===== config.mk =====
export PLATFORM = sky130hd
export DESIGN_NAME = backlight_pwm_ctrl
export DESIGN_NICKNAME = d
export VERILOG_FILES = /design/src/rtl/backlight_pwm_ctrl_pkg.sv /design/src/rtl/backlight_pwm.sv /design/src/rtl/backlight_pwm_ctrl.sv
export SDC_FILE = /design/constraint.sdc
export NUM_CORES = 1
export LEC_CHECK = 0
export CAP_MARGIN = 20
export CORE_ASPECT_RATIO = 1.25
export CORE_MARGIN = 2
export CORE_UTILIZATION = 58
export DETAILED_ROUTE_END_ITERATION = 16
export PLACE_DENSITY = 0.86
export SLEW_MARGIN = 25
export SYNTH_ARGS = -nofsm -noshare
export SYNTH_HDL_FRONTEND = slang
export SYNTH_SLANG_ARGS = --single-unit

===== constraint.sdc =====
create_clock -name clk -period 2.1 [get_ports clk]
set_input_delay 0.42 -clock clk [delete_from_list [all_inputs] [get_ports clk]]
set_output_delay 0.42 -clock clk [all_outputs]
set_load 0.01 [all_outputs]

===== src/rtl/backlight_pwm_ctrl_pkg.sv =====
// Shared state encoding, default parameters and sizing helper
// for the backlight PWM controller.
package backlight_pwm_ctrl_pkg;

  typedef enum logic [1:0] {
    ST_OFF  = 2'd0,
    ST_ON   = 2'd1,
    ST_FADE = 2'd2
  } state_e;

  localparam int DEF_CLK_HZ    = 32768;
  localparam int DEF_TIMEOUT_S = 3;
  localparam int DEF_PWM_BITS  = 4;
  localparam int DEF_FADE_CYC  = 2048;

  // Bits needed to count 0..n-1, never less than one bit.
  function automatic int ctrWidth(input int n);
    return (n > 1) ? $clog2(n) : 1;
  endfunction

endpackage


===== src/rtl/backlight_pwm.sv =====
// Free-running PWM counter and comparator; light is registered,
// so it trails a change of level by one clock.
module backlight_pwm
  import backlight_pwm_ctrl_pkg::*;
#(
  parameter int PWM_BITS = DEF_PWM_BITS
) (
  input  logic                clk,
  input  logic                reset,
  input  logic [PWM_BITS-1:0] level,
  output logic                light
);

  logic [PWM_BITS-1:0] pwmCnt_q;
  logic [PWM_BITS-1:0] pwmCnt_d;
  logic                light_q;
  logic                light_d;

  assign pwmCnt_d = pwmCnt_q + PWM_BITS'(1);
  assign light_d  = (pwmCnt_q < level);

  // Counter wraps naturally at all-ones, so full level still leaves one dark slot.
  always_ff @(posedge clk) begin
    if (reset) begin
      pwmCnt_q <= '0;
      light_q  <= 1'b0;
    end else begin
      pwmCnt_q <= pwmCnt_d;
      light_q  <= light_d;
    end
  end

  assign light = light_q;

endmodule


===== src/rtl/backlight_pwm_ctrl.sv =====
// Backlight controller: button press lights the display, a timeout
// starts a stepwise fade to off, always_on keeps it lit indefinitely.
module backlight_pwm_ctrl
  import backlight_pwm_ctrl_pkg::*;
#(
  parameter int CLK_HZ    = DEF_CLK_HZ,
  parameter int TIMEOUT_S = DEF_TIMEOUT_S,
  parameter int PWM_BITS  = DEF_PWM_BITS,
  parameter int FADE_CYC  = DEF_FADE_CYC
) (
  input  logic                clk,
  input  logic                reset,
  input  logic                btn_backlight,
  input  logic                always_on,
  input  logic [PWM_BITS-1:0] bright_set,
  output logic                light,
  output logic [PWM_BITS-1:0] level,
  output logic                active
);

  localparam int TIMEOUT_CYC = TIMEOUT_S * CLK_HZ;
  localparam int TO_W        = ctrWidth(TIMEOUT_CYC);
  localparam int FADE_W      = ctrWidth(FADE_CYC);

  localparam logic [TO_W-1:0]   TO_LAST   = TO_W'(TIMEOUT_CYC - 1);
  localparam logic [FADE_W-1:0] FADE_LAST = FADE_W'(FADE_CYC - 1);

  state_e              state_q;
  logic                btn_q;
  logic                armed_q;
  logic [TO_W-1:0]     timeoutCnt_q;
  logic [FADE_W-1:0]   fadeCnt_q;
  logic [PWM_BITS-1:0] level_q;
  logic [PWM_BITS-1:0] loadLevel_d;
  logic                press;

  // armed_q blocks a button that was already held through reset from
  // looking like a fresh press until it has been seen low once.
  assign press       = btn_backlight & ~btn_q & armed_q;
  assign loadLevel_d = (bright_set == '0) ? PWM_BITS'(1) : bright_set;

  always_ff @(posedge clk) begin
    if (reset) begin
      btn_q   <= 1'b0;
      armed_q <= ~btn_backlight;
    end else begin
      btn_q   <= btn_backlight;
      armed_q <= armed_q | ~btn_backlight;
    end
  end

  // Mode FSM with its timers; press and always_on outrank timeout and fade steps.
  always_ff @(posedge clk) begin
    if (reset) begin
      state_q      <= ST_OFF;
      level_q      <= '0;
      timeoutCnt_q <= '0;
      fadeCnt_q    <= '0;
    end else if (always_on || press) begin
      state_q      <= ST_ON;
      level_q      <= loadLevel_d;
      timeoutCnt_q <= '0;
      fadeCnt_q    <= '0;
    end else begin
      case (state_q)
        ST_ON: begin
          level_q <= loadLevel_d;
          if (timeoutCnt_q == TO_LAST) begin
            state_q      <= ST_FADE;
            timeoutCnt_q <= '0;
            fadeCnt_q    <= '0;
          end else begin
            timeoutCnt_q <= timeoutCnt_q + TO_W'(1);
          end
        end
        ST_FADE: begin
          if (fadeCnt_q == FADE_LAST) begin
            fadeCnt_q <= '0;
            if (level_q <= PWM_BITS'(1)) begin
              level_q <= '0;
              state_q <= ST_OFF;
            end else begin
              level_q <= level_q - PWM_BITS'(1);
            end
          end else begin
            fadeCnt_q <= fadeCnt_q + FADE_W'(1);
          end
        end
        default: begin
          state_q      <= ST_OFF;
          level_q      <= '0;
          timeoutCnt_q <= '0;
          fadeCnt_q    <= '0;
        end
      endcase
    end
  end

  assign level  = level_q;
  assign active = (state_q != ST_OFF);

  backlight_pwm #(
    .PWM_BITS(PWM_BITS)
  ) uPwm (
    .clk  (clk),
    .reset(reset),
    .level(level_q),
    .light(light)
  );

endmodule

==> impl_results.md, run 1 <==
* Outcome: completed
* Die height at between 70 and 80 µm
* DPL Wire Length at about 3200 µm
* Post-synth top cells: 41 x dfxtp_1, 32 x nor2_1, 25 x nand2_1
* Syn avg cell area at approximately 8.3 µm²
* Hold Vio Cnt, Final at 0
* Die area at roughly 4100 µm²
* Data required time of the worst path at about 1700 ps
* Placed cell count at ~310
* Antenna Cells at 0
* Synthesized area at around 2100 µm²
* CTS resizes at 0
* Hold EP: uPwm.pwmCnt_q[0]
* Setup crit end kind: output port
* Clock Tree Buf Depth at 2
* Hold Crit Class: reg -> reg
* First-pass GRT wire length at around 7600 µm
* Layout cells sized above 1 at 0.1047
* CTS Buf Count at 5
* Final setup vio count at 0
* Routability Congestion at 0.8075
* DRC errors left at 0
* Worst Reg-to-Reg Cells at 6
* Largest family of logic cells by synthesized area: simple AND/OR/NAND/NOR gates
* Power per cell area at 645.2 nW/µm²
* Tcrit/Tclk final at 0.9143
* # nets final at 296
* RSZ-0062 raised after global routing: false
* Post-CTS Hold Fix Bufs at 0
* CTS tree: yes
* Origin of the worst min-delay path: uPwm.pwmCnt_q[0]
* Dominant cell by count in the synthesized netlist: dfxtp_1
* Antenna violations before repair at 0
* Max Freq at ~0.52 GHz
* Max IR drop VDD at about 0.00060 V
* Largest area contributor in the netlist: dfxtp_1
* Slew HR at 0.7110
* Post-synthesis adder-cell area fraction at 0.06544
* Post-Synth Simple-Gate Area at 0.2790
* WHS Path Cells at 1
* Average routed wire per standard cell at approximately 14 µm
* Max-slew violations at 0
* P_leak at around 0.86 nW
* Critical Path Source: state_q[0]
* Core Region at between 3000 and 4000 µm²
* Fin crit period at 1920 ps
* Initial DRT Pass Iterations at 4
* H-tree depth at 2
* Synth Flop Type: dfxtp_1
* Worst-skew pair later-pin latency at 300 ps
* Final hold slack at 483.3 ps
* Ports at 14
* Worst Path Buf+Inv at 3
* Reg-to-reg setup timing slack at 200 ps
* RR Endpoint: level[1]
* Vias/cell at 5.870
* Critical Path AT at roughly 1500 ps
* Reg clk slew, reported paths at 80 ps
* Filler Cell Count at between 200 and 300
* Yosys warnings at 0
* Synth top area cells: dfxtp_1 39%, ha_1 6.5%, nor2_1 5.7%
* CTS root buf: clkbuf_8
* Drt total wl at approximately 4400 µm
* Flip-flop and latch count after synthesis at 41
* Total number of vias at 1,855
* TNS Setup at 0 ps
* Layout area overhead at 16.66%
* Input/output buffers at 13
* Mapped Nets at roughly 270
* TritonCTS Sinks at between 40 and 50
* Starting density of the core at 0.6038
* Most used cell, CP: inv_1
* # rows at 24
* CP delay by family, top: buffers and inverters
* Crit Path Max Fanout at 3
* Total grt overflow at 0
* WS Path Type: reg -> out
* Final cell count without fillers at approximately 320
* Share of the synthesized area in the top cell type at 0.3902
* Routed Antenna Nets at 0
* Crit path cell chain: inv_1, ha_1, inv_1, clkdlybuf4s50_1
* DRT iter0 DRCs at between 150 and 200
* Biggest cell delay along the critical path at 520 ps
* Vias in the first global route at 1,794
* FFs w/ async S/R, synth at 0
* Xor/xnor cell area share of the yosys netlist at 0.07912
* Reg-to-Reg Start: fadeCnt_q[0]
* Number of synthesized flops with an enable pin at 0
* Largest net degree at the start of global routing at 17
* CP max stage cell: clkdlybuf4s50_1
* Seq/Total Area, Yosys at 0.3902
* Mapped Cells at approximately 250
* Gr usage total at 0.2329
* Slew at the pin with the worst max-slew slack at approximately 430 ps
* Distinct cell type count after synthesis at 42
* Setup Buffers After CTS at 0
* Chip width at 57.86 µm
* Worst Setup Start Kind: flop
* Compound-cell area share of the yosys netlist at 0.1386
* Worst Skew at ~10 ps
* Post-synthesis mux area share at 0.004759
* Max_cap viols at 0
cells in the final DEF, fill, tap and decap left out, types with 10 or more instances in the layout:
cell             instances
a21oi_1                 10
buf_4                   12
clkdlybuf4s50_1         13
dfxtp_1                 41
ha_1                    11
inv_1                   16
nand2_1                 25
nand3_1                 18
nor2_1                  32
xor2_1                  10
how the worst max path moves through the flow:
| stage | to | cells after the start |
|---|---|---|
| after global routing | level[3] | 6 |
| final | active | 4 |
| after detailed placement | fadeCnt_q[9] | 5 |
| after CTS | timeoutCnt_q[8] | 6 |
| after floorplan | timeoutCnt_q[11] | 7 |
| after global placement | fadeCnt_q[9] | 5 |
registers in the layout, indices dropped and copies added, names as in the netlist:
register / count
level: 4
state_q: 2
uPwm.light: 1
armed_q: 1
btn_q: 1
uPwm.pwmCnt_q: 4
timeoutCnt_q: 17
fadeCnt_q: 11
routing by layer:
metal / track usage / wire, µm
met4: 0.1059 / 78
met3: 0.05235 / 269
met5: 0 / 0
met1: 0.2733 / 1908
met2: 0.3990 / 2164
power breakdown:
group,internal [mW],leakage [nW],switching [mW]
registers,0.795,0.333,0.0173
clock network,0.345,0.0540,0.266
logic,0.0774,0.476,0.0812
total,1.22,0.863,0.365
logic make-up after synthesis:
kind of cell,after synthesis
mux,1
flops,41
fa+ha+maj,11
buf+inv,23
compound gates,42
simple gates,115
xor+xnor,19
metrics by stage:
step           utilization  cell area [µm²]  total power, mW  setup WS [ps]
5_1_grt             0.7044             2454            1.646          22.37
4_1_cts             0.7022             2446            1.598          152.3
3_3_place_gp        0.6724             2342           0.9763          174.2
6_report            0.7044             2454            1.583          179.9
3_5_place_dp        0.6724             2342           0.9855          146.6
2_1_floorplan            -             2103           0.9162          396.2
final cells by class:
type                            count  area, µm²  area share
Multi-Input combinational cell    188       1200      0.4890
Sequential cell                    41      820.8      0.3345
Timing Repair Buffer               25      220.2     0.08975
Clock buffer                        5      68.82     0.02805
Inverter                           16      60.06     0.02448
Tap cell                           39      48.80     0.01989
Clock inverter                      2      35.03     0.01428
Note: power is estimated with default switching activity, not from simulation.
==> inputs of run 2 (changes only) <==
SETUP_SLACK_MARGIN = 0.15   (was default)
==> impl_results.md, run 2 (synthesis results as in run 1) <==
* WS Path Type: reg -> out
* Max IR drop VDD at 0.0006212 V (+3.1%)
* Worst Skew at 11.16 ps (+0.7016 ps)
* Filler Cell Count at 268 (unchanged)
* Most frequent cells in the layout: 36 x dfxtp_1, 32 x nor2_1, 25 x nand2_1, 18 x nand3_1, 16 x inv_1
* Layout area overhead at 17.31%
* Reg-to-reg setup timing slack at 300 ps (+100 ps)
* Post-CTS Hold Fix Bufs at 0 (unchanged)
* Tcrit/Tclk final at 0.9060 (-0.008343)
* Biggest cell delay along the critical path at 520 ps (about the same)
* Reg clk slew, reported paths at 80 ps (about the same)
* Slew HR at 0.7080 (-0.002963)
* CP max stage cell: clkdlybuf4s50_1
* Total grt overflow at 0 (unchanged)
* Power per cell area at 643.9 nW/µm² (-0.19%)
* Largest net degree at the start of global routing at 17 (unchanged)
* Most used cell, CP: inv_1
* Crit Path Max Fanout at 3 (unchanged)
* Largest regs: timeoutCnt_q x17, fadeCnt_q x11
* Worst Setup Start Kind: flop
* Vias/cell at 5.931 (+1.0%)
* Initial DRT Pass Iterations at 4 (unchanged)
* Clock Tree Buf Depth at 2 (unchanged)
* Starting density of the core at 0.6038 (unchanged)
* Average routed wire per standard cell at 14.21 µm (+1.6%)
* # rows at 24 (unchanged)
* DRC errors left at 0 (unchanged)
* Total number of vias at 1,880 (+1.3%)
* Hold Vio Cnt, Final at 0 (unchanged)
* RSZ-0062 raised after global routing: false
* CTS Buf Count at 5 (unchanged)
* CP delay by family, top: buffers and inverters
* Max_cap viols at 0 (unchanged)
* Max reg flops at 17 (unchanged)
* Layout cells sized above 1 at 0.1259 (+0.02121)
* Antenna violations before repair at 0 (unchanged)
* Ports at 14 (unchanged)
* Setup crit end kind: output port
* Hold Crit Class: reg -> reg
* Worst Path Buf+Inv at 3 (unchanged)
* Fin crit period at 1903 ps (-17.52 ps)
* CTS tree: yes
* TNS Setup at 0 ps (unchanged)
* Max-slew violations at 0 (unchanged)
* Outcome: completed
* Drt total wl at 4506 µm (+2.0%)
* Core Region at 3483 µm² (unchanged)
* First-pass GRT wire length at 7583 µm (unchanged)
* P_leak at 0.8705 nW (+0.81%)
* Total power at 1.589 mW (+0.37%)
* Largest register by flop count: timeoutCnt_q
* Antenna Cells at 0 (unchanged)
* TritonCTS Sinks at 41 (unchanged)
* Die area at 4127 µm² (unchanged)
* Data required time of the worst path at 1680 ps (about the same)
* Input/output buffers at 13 (unchanged)
* DPL Wire Length at 3156 µm (unchanged)
* Final setup vio count at 0 (unchanged)
* Die height at 71.33 µm (unchanged)
* # nets final at 297 (+0.34%)
* Crit path cell chain: inv_1, ha_1, inv_1, clkdlybuf4s50_1
* DRT iter0 DRCs at 139 (-21%)
* H-tree depth at 2 (unchanged)
* CTS root buf: clkbuf_8
* Max Freq at 0.5256 GHz (+0.92%)
* Critical Path AT at 1480 ps (-20 ps)
* Worst-skew pair later-pin latency at 300 ps (about the same)
* Slew at the pin with the worst max-slew slack at 436.3 ps (+4.428 ps)
* Most common cell after layout, fill and taps aside: dfxtp_1
* Multi-input logic area at 1200 µm² (unchanged)
* Gr usage total at 0.2329 (unchanged)
* Register area at 827.0 µm² (+0.76%)
* Chip width at 57.86 µm (unchanged)
* Routed Antenna Nets at 0 (unchanged)
* Vias in the first global route at 1,794 (unchanged)
* Routability Congestion at 0.8075 (unchanged)
[run 2: cell types whose count changed in the layout (fill, tap and decap cells not counted), sizes merged]
| cell | change |
|---|---|
| buf | +1 |
[run 2: power by group]
part | internal, mW | switching [mW]
clock network | 0.345 | 0.268
registers | 0.796 | 0.0174
logic | 0.0792 | 0.0823
[run 2: timing repair]
item	in CTS	in global routing
setup endpoints to repair	0	22
buffers inserted	0	1
hold endpoints to repair	0	0
gates resized for setup	0	6
[run 2: cell type report]
class,instances,share of cell area
inverter,16,0.02434
clock inverter,2,0.01420
tap,39,0.01978
timing repair buffer,26,0.09229
clock buffer,5,0.02789
sequential,41,0.3352
multi-input combinational,188,0.4863
[run 2: final timing paths]
path / startpoint / end / cells after the start
worst min register to register: uPwm.pwmCnt_q[0] / uPwm.pwmCnt_q[0] / 1
worst max register to register: state_q[0] / state_q[1] / 7
worst min-delay path: uPwm.pwmCnt_q[0] / uPwm.pwmCnt_q[0] / 1
worst max-delay path: state_q[0] / active / 4
[run 2: layer usage]
layer / routed length (µm) / part of all wire / track usage
met1: 1933 / 0.43 / 0.2733
met2: 2223 / 0.49 / 0.3990
met3: 218 / 0.048 / 0.05235
met4: 131 / 0.029 / 0.1059
met5: 0 / 0 / 0
[run 2: per-stage QoR]
step           setup WS [ps]  cell area, µm²  utilization  hold WS [ps]  std cells
2_1_floorplan          396.2            2103            -         426.9        252
4_1_cts                152.3            2446       0.7022         483.1        316
3_3_place_gp           174.2            2342       0.6724         446.5        309
5_1_grt                144.3            2467       0.7083         518.7        317
3_5_place_dp           146.6            2342       0.6724         465.0        309
6_report               197.4            2467       0.7083         483.2        317
[run 2: worst register-to-register path: stages, from the launching register on]
cell     delay [ps]
dfxtp_2         340
inv_1            80
ha_1            190
buf_4           240
inv_1           140
o21ai_0         360
nor2_1          100
o221a_2         260
==> RTL edit 1 (flow settings as in run 1) <==
Put one more register stage on the output `level`, cleared by the reset. The value now appears one clock later. The other outputs are not delayed to match.
--- a/src/rtl/backlight_pwm_ctrl.sv
+++ b/src/rtl/backlight_pwm_ctrl.sv
@@ -26,2 +26,4 @@
   localparam logic [FADE_W-1:0] FADE_LAST = FADE_W'(FADE_CYC - 1);
+
+  logic [PWM_BITS-1:0] level_d;
 
@@ -98,3 +100,3 @@
 
-  assign level  = level_q;
+  assign level_d = level_q;
   assign active = (state_q != ST_OFF);
@@ -110,2 +112,10 @@
 
+  always_ff @(posedge clk) begin
+    if (reset) begin
+      level <= '0;
+    end else begin
+      level <= level_d;
+    end
+  end
+
 endmodule
Formal check against the unedited RTL: not equivalent (a bounded check fails within 4 cycles, from zero or initial values and one cycle with reset high).
==> RTL edit 1 against run 1 <==
Core utilization rose by 2.1 points. Global-route usage rose by 0.38 points. Sequential cell count rose by 4. Final area rose by 4.8%. Area after synthesis rose by 3.3%. Sequential share of layout area rose by 1.7 points. Wire length fell by 1.1%. Register-to-register slack got worse by 140 ps. Setup slack got worse by 120 ps. Power rose by 3.3%. Maximum frequency fell by 6.0%. Critical endpoint is now fadeCnt_q[5].
==> RTL edit 1: results <==
[outcome]
outcome = "complete, no violations"

[min_path]
min_path_type = "flop to flop"
worstHoldStart = "uPwm.pwmCnt_q[0]"
holdPathStages = 1

[cts]
clk_latency_ps = 300
clockRootBuffer = "clkbuf_8"
clock_path_buffers = 2
htreeDepth = 2
clk_pin_slew_ps = 80
numCtsBuffers = 5

[synth]
synth_mux_area_frac = 0.00461
synth_adder_area_share = 0.0633
avgSynthCellArea_sq_um = 8.73
syn-num-nets = 268
async_reset_ff_frac = 0
synthTopCellsByArea = "dfxtp_1 41%, nor2_1 6.6%, ha_1 6.3%"
synth_compound_area_frac = 0.139
ys_dominant_reg_cell = "dfxtp_1"
yosysWarnings = 0
ys_seq_area_frac = 0.415
synth_cell_type_count = 46
yosys-top-cells-count = "45 x dfxtp_1, 38 x nor2_1, 21 x nand3_1"
synth_xor_area_frac = 0.0806

[layout]
reg_top3 = "timeoutCnt_q (17), fadeCnt_q (11)"
nets = 302
antenna_cells = 0
drive_gt1_frac = 0.141

[power_and_ir_drop]
peakVddDrop_v = 0.000624
leakage_nw = 0.978

[worst_setup_path]
crit_fanout = 5
r2r_cells = 5
setup.worst_path.start = "timeoutCnt_q[10]"

[global_route]
grt_pass1_vias = 1825
grt_usage = 0.237
antenna_found_initial = 0
grt_first_pass_wirelength_um = 7850
grt_max_degree = 18

[place]
gp_congestion = 0.912
dp_cells = 312
dp_hpwl_um = 3140
portBuffers = 13

[detailed_routing]
dr.pass1.iters = 4
num_vias = 1907
viasPerCell = 5.90
wl_per_cell_um = 13.5
drt_iter0_drc = 108

[timing]
fin_skew_ps = 10.0
slew_headroom = 0.619
==> RTL edit 1: critical path, cell delays in order (launching register included) <==
cell and delay (ps):
dfxtp_2 340, nand3_2 90, or3b_4 400, o41a_1 480, or4_1 530, a21oi_1 150
==> RTL edit 1: logic make-up after synthesis <==
family                     Yosys count
and+or+nand+nor                    106
AOI/OAI and AO/OA                   46
DFF                                 45
xor gates and xnor gates            20
buffers and inverters               20
adders and majority gates           11
muxes                                1
==> RTL edit 1: power by group <==
part	leakage, nW	internal (mW)	switching [mW]	total (mW)
combinational	0.559	0.0933	0.0958	0.189
sequential	0.368	0.876	0.0167	0.893
clock	0.0512	0.266	0.287	0.554
total	0.978	1.24	0.400	1.64
==> RTL edit 1: stage by stage <==
stage / worst slack [ps] / instance area, sq um / utilization / hold WS, ps
global route: -9.79 / 2570 / 0.726 / 472
detailed placement: -8.40 / 2440 / 0.689 / 445
CTS: 30.8 / 2560 / 0.722 / 465
finish: 57.2 / 2570 / 0.726 / 464
global placement: 76.4 / 2440 / 0.689 / 442
floorplan: 108 / 2170 / - / 427
==> RTL edit 1: path summary, 6_finish.rpt <==
| kind | endpoint | slack, ps |
|---|---|---|
| worst max-delay path | fadeCnt_q[5] | 60 |
| worst max register to register | fadeCnt_q[5] | 60 |
| worst min-delay path | uPwm.pwmCnt_q[0] | 460 |
| worst min register to register | uPwm.pwmCnt_q[0] | 460 |
==> RTL edit 1: what timing repair did <==
item                       4_1_cts  5_1_grt
pin swaps                        0        8
buffers inserted                 1        1
gates resized for setup          0        5
hold buffers                     0        0
setup endpoints to repair        3        5
gates cloned                     1        0
==> RTL edit 1: cell type report <==
| type | instances | area, sq um |
|---|---|---|
| repair buffers | 35 | 308 |
| well taps | 39 | 48.8 |
| fillers | 287 | 972 |
| multi-input cells | 185 | 1170 |
| inverters | 11 | 41.3 |
| flip-flops and latches | 45 | 905 |
| clock inverters | 2 | 13.8 |
| clock buffers | 6 | 82.6 |
==> RTL edit 1: routing by layer <==
metal | track usage | part of all wire | wire (um)
met1 | 0.283 | 0.43 | 1900
met2 | 0.400 | 0.50 | 2210
met3 | 0.0517 | 0.040 | 176
met4 | 0.106 | 0.021 | 93
met5 | 0 | 0 | 0
==> RTL edit 2 (flow settings as in run 1) <==
Made on the original files. Change the package constant `DEF_TIMEOUT_S` from 3 to 6.
--- a/src/rtl/backlight_pwm_ctrl_pkg.sv
+++ b/src/rtl/backlight_pwm_ctrl_pkg.sv
@@ -11,3 +11,3 @@
   localparam int DEF_CLK_HZ    = 32768;
-  localparam int DEF_TIMEOUT_S = 3;
+  localparam int DEF_TIMEOUT_S = 6;
   localparam int DEF_PWM_BITS  = 4;
Behaviour: same outputs for any inputs over 10 cycles, from zero or initial values and one cycle with reset high; that may be too few to reach the edited logic, so the function may still have changed.
==> RTL edit 2 against run 1 <==
Power decreased by 3.5%. Wire length grew 7.8%. Register-to-register slack lost 70 ps. Sequential cell count increased by 1. Synthesized cell count up 6.7%. Via count grew 8.7%. First-iteration DRC count down 57%. Setup slack got worse by 52 ps. Final area is 4.7% higher. Area after synthesis rose by 5.4%. Clock skew shrank 1.1 ps. Maximum frequency decreased by 2.6%.
==> RTL edit 2: results <==
[outcome]
outcome = "complete, no violations"

[detailed_routing]
num_vias = 2017
wl_met1_um = 1930
dr_wl_met3_um = 255
met2_length_um = 2450
dr.pass1.iters = 4
drt_iter0_drc = 76
routed_wl_um = 4770

[layout]
clock_tree_area_fraction = 0.0351
buf_share = 0.0994
inverters = 13
signal_buffers = 28
nets = 312
multi_input_gates = 203
reg_top3 = "timeoutCnt_q (18), fadeCnt_q (11)"
multiInputGateArea_sq_um = 1280
drive_gt1_frac = 0.116
seq_share = 0.329
fillerInstances = 293

[synth]
synth_compound_area_frac = 0.157
yosys-top-cells-count = "42 x dfxtp_1, 31 x nor2_1, 26 x nand2_1"
synth_adder_area_share = 0.0621
ys_dominant_reg_cell = "dfxtp_1"
syn-num-nets = 288
async_reset_ff_frac = 0
synth_mux_area_frac = 0.00452
ys_seq_area_frac = 0.379
synth_cell_type_count = 47
synthTopCellsByArea = "dfxtp_1 38%, ha_1 6.2%, xnor2_1 5.5%"
synth_xor_area_frac = 0.0632
ys_seq_elements = 42

[worst_setup_path]
ff2ff_setup_slack_ps = 130
critPathTopFamily = "simple AND/OR/NAND/NOR gates"
rr_startpoint = "timeoutCnt_q[7]"
crit_fanout = 27
crit_path_max_incr_delay_ps = 490
critPathCapture = "fadeCnt_q[2]"
critical-path-slowest-cell = "or4b_1"
crit_arrival_ps = 2200
setup.worst_path.start = "timeoutCnt_q[7]"

[global_route]
grt_max_degree = 28
use_met2 = 0.418
grt_usage = 0.246
grt_pass1_vias = 1860
grt_first_pass_wirelength_um = 8090
met3_usage = 0.0567
grt_use_met1 = 0.282

[power_and_ir_drop]
leakage_nw = 0.886
p_switching_mw = 0.396
peakVddDrop_v = 0.000608

[cts]
htreeDepth = 2

[timing]
fin_skew_ps = 9.33
slew_headroom = 0.796

[place]
dp_hpwl_um = 3290
gp_congestion = 0.830
portBuffers = 13

[min_path]
min_path_type = "flop to flop"
[RTL edit 2: cell count changes in the layout (fill, tap and decap cells not counted), sizes merged, moves of 4 or more]
cell / change
o21ai: +4
a21oi: +8
xnor2: +5
xor2: -8
or3: -5
[RTL edit 2: through the flow]
step           std cells  worst slack, ps  instance area, sq um  hold slack (ps)
2_1_floorplan        269              237                  2220              427
5_1_grt              334            -10.4                  2570              502
4_1_cts              333             22.0                  2550              479
6_report             334              128                  2570              473
3_5_place_dp         325             51.8                  2460              457
3_3_place_gp         325              171                  2460              443
[RTL edit 2: worst register-to-register path: stages (launching register included)]
cell	delay, ps
dfxtp_1	390
nand4_2	170
nor4_4	350
a21boi_2	140
buf_12	180
or4b_1	500
a21oi_1	170
[RTL edit 2: power by group through the flow]
stage                     clock, mW  combinational (mW)  sequential (mW)
after floorplan                   0              0.0934            0.851
after global placement            0               0.159            0.849
after detailed placement          0               0.163            0.849
after CTS                     0.542               0.165            0.831
after global routing          0.573               0.182            0.834
final                         0.531               0.165            0.830
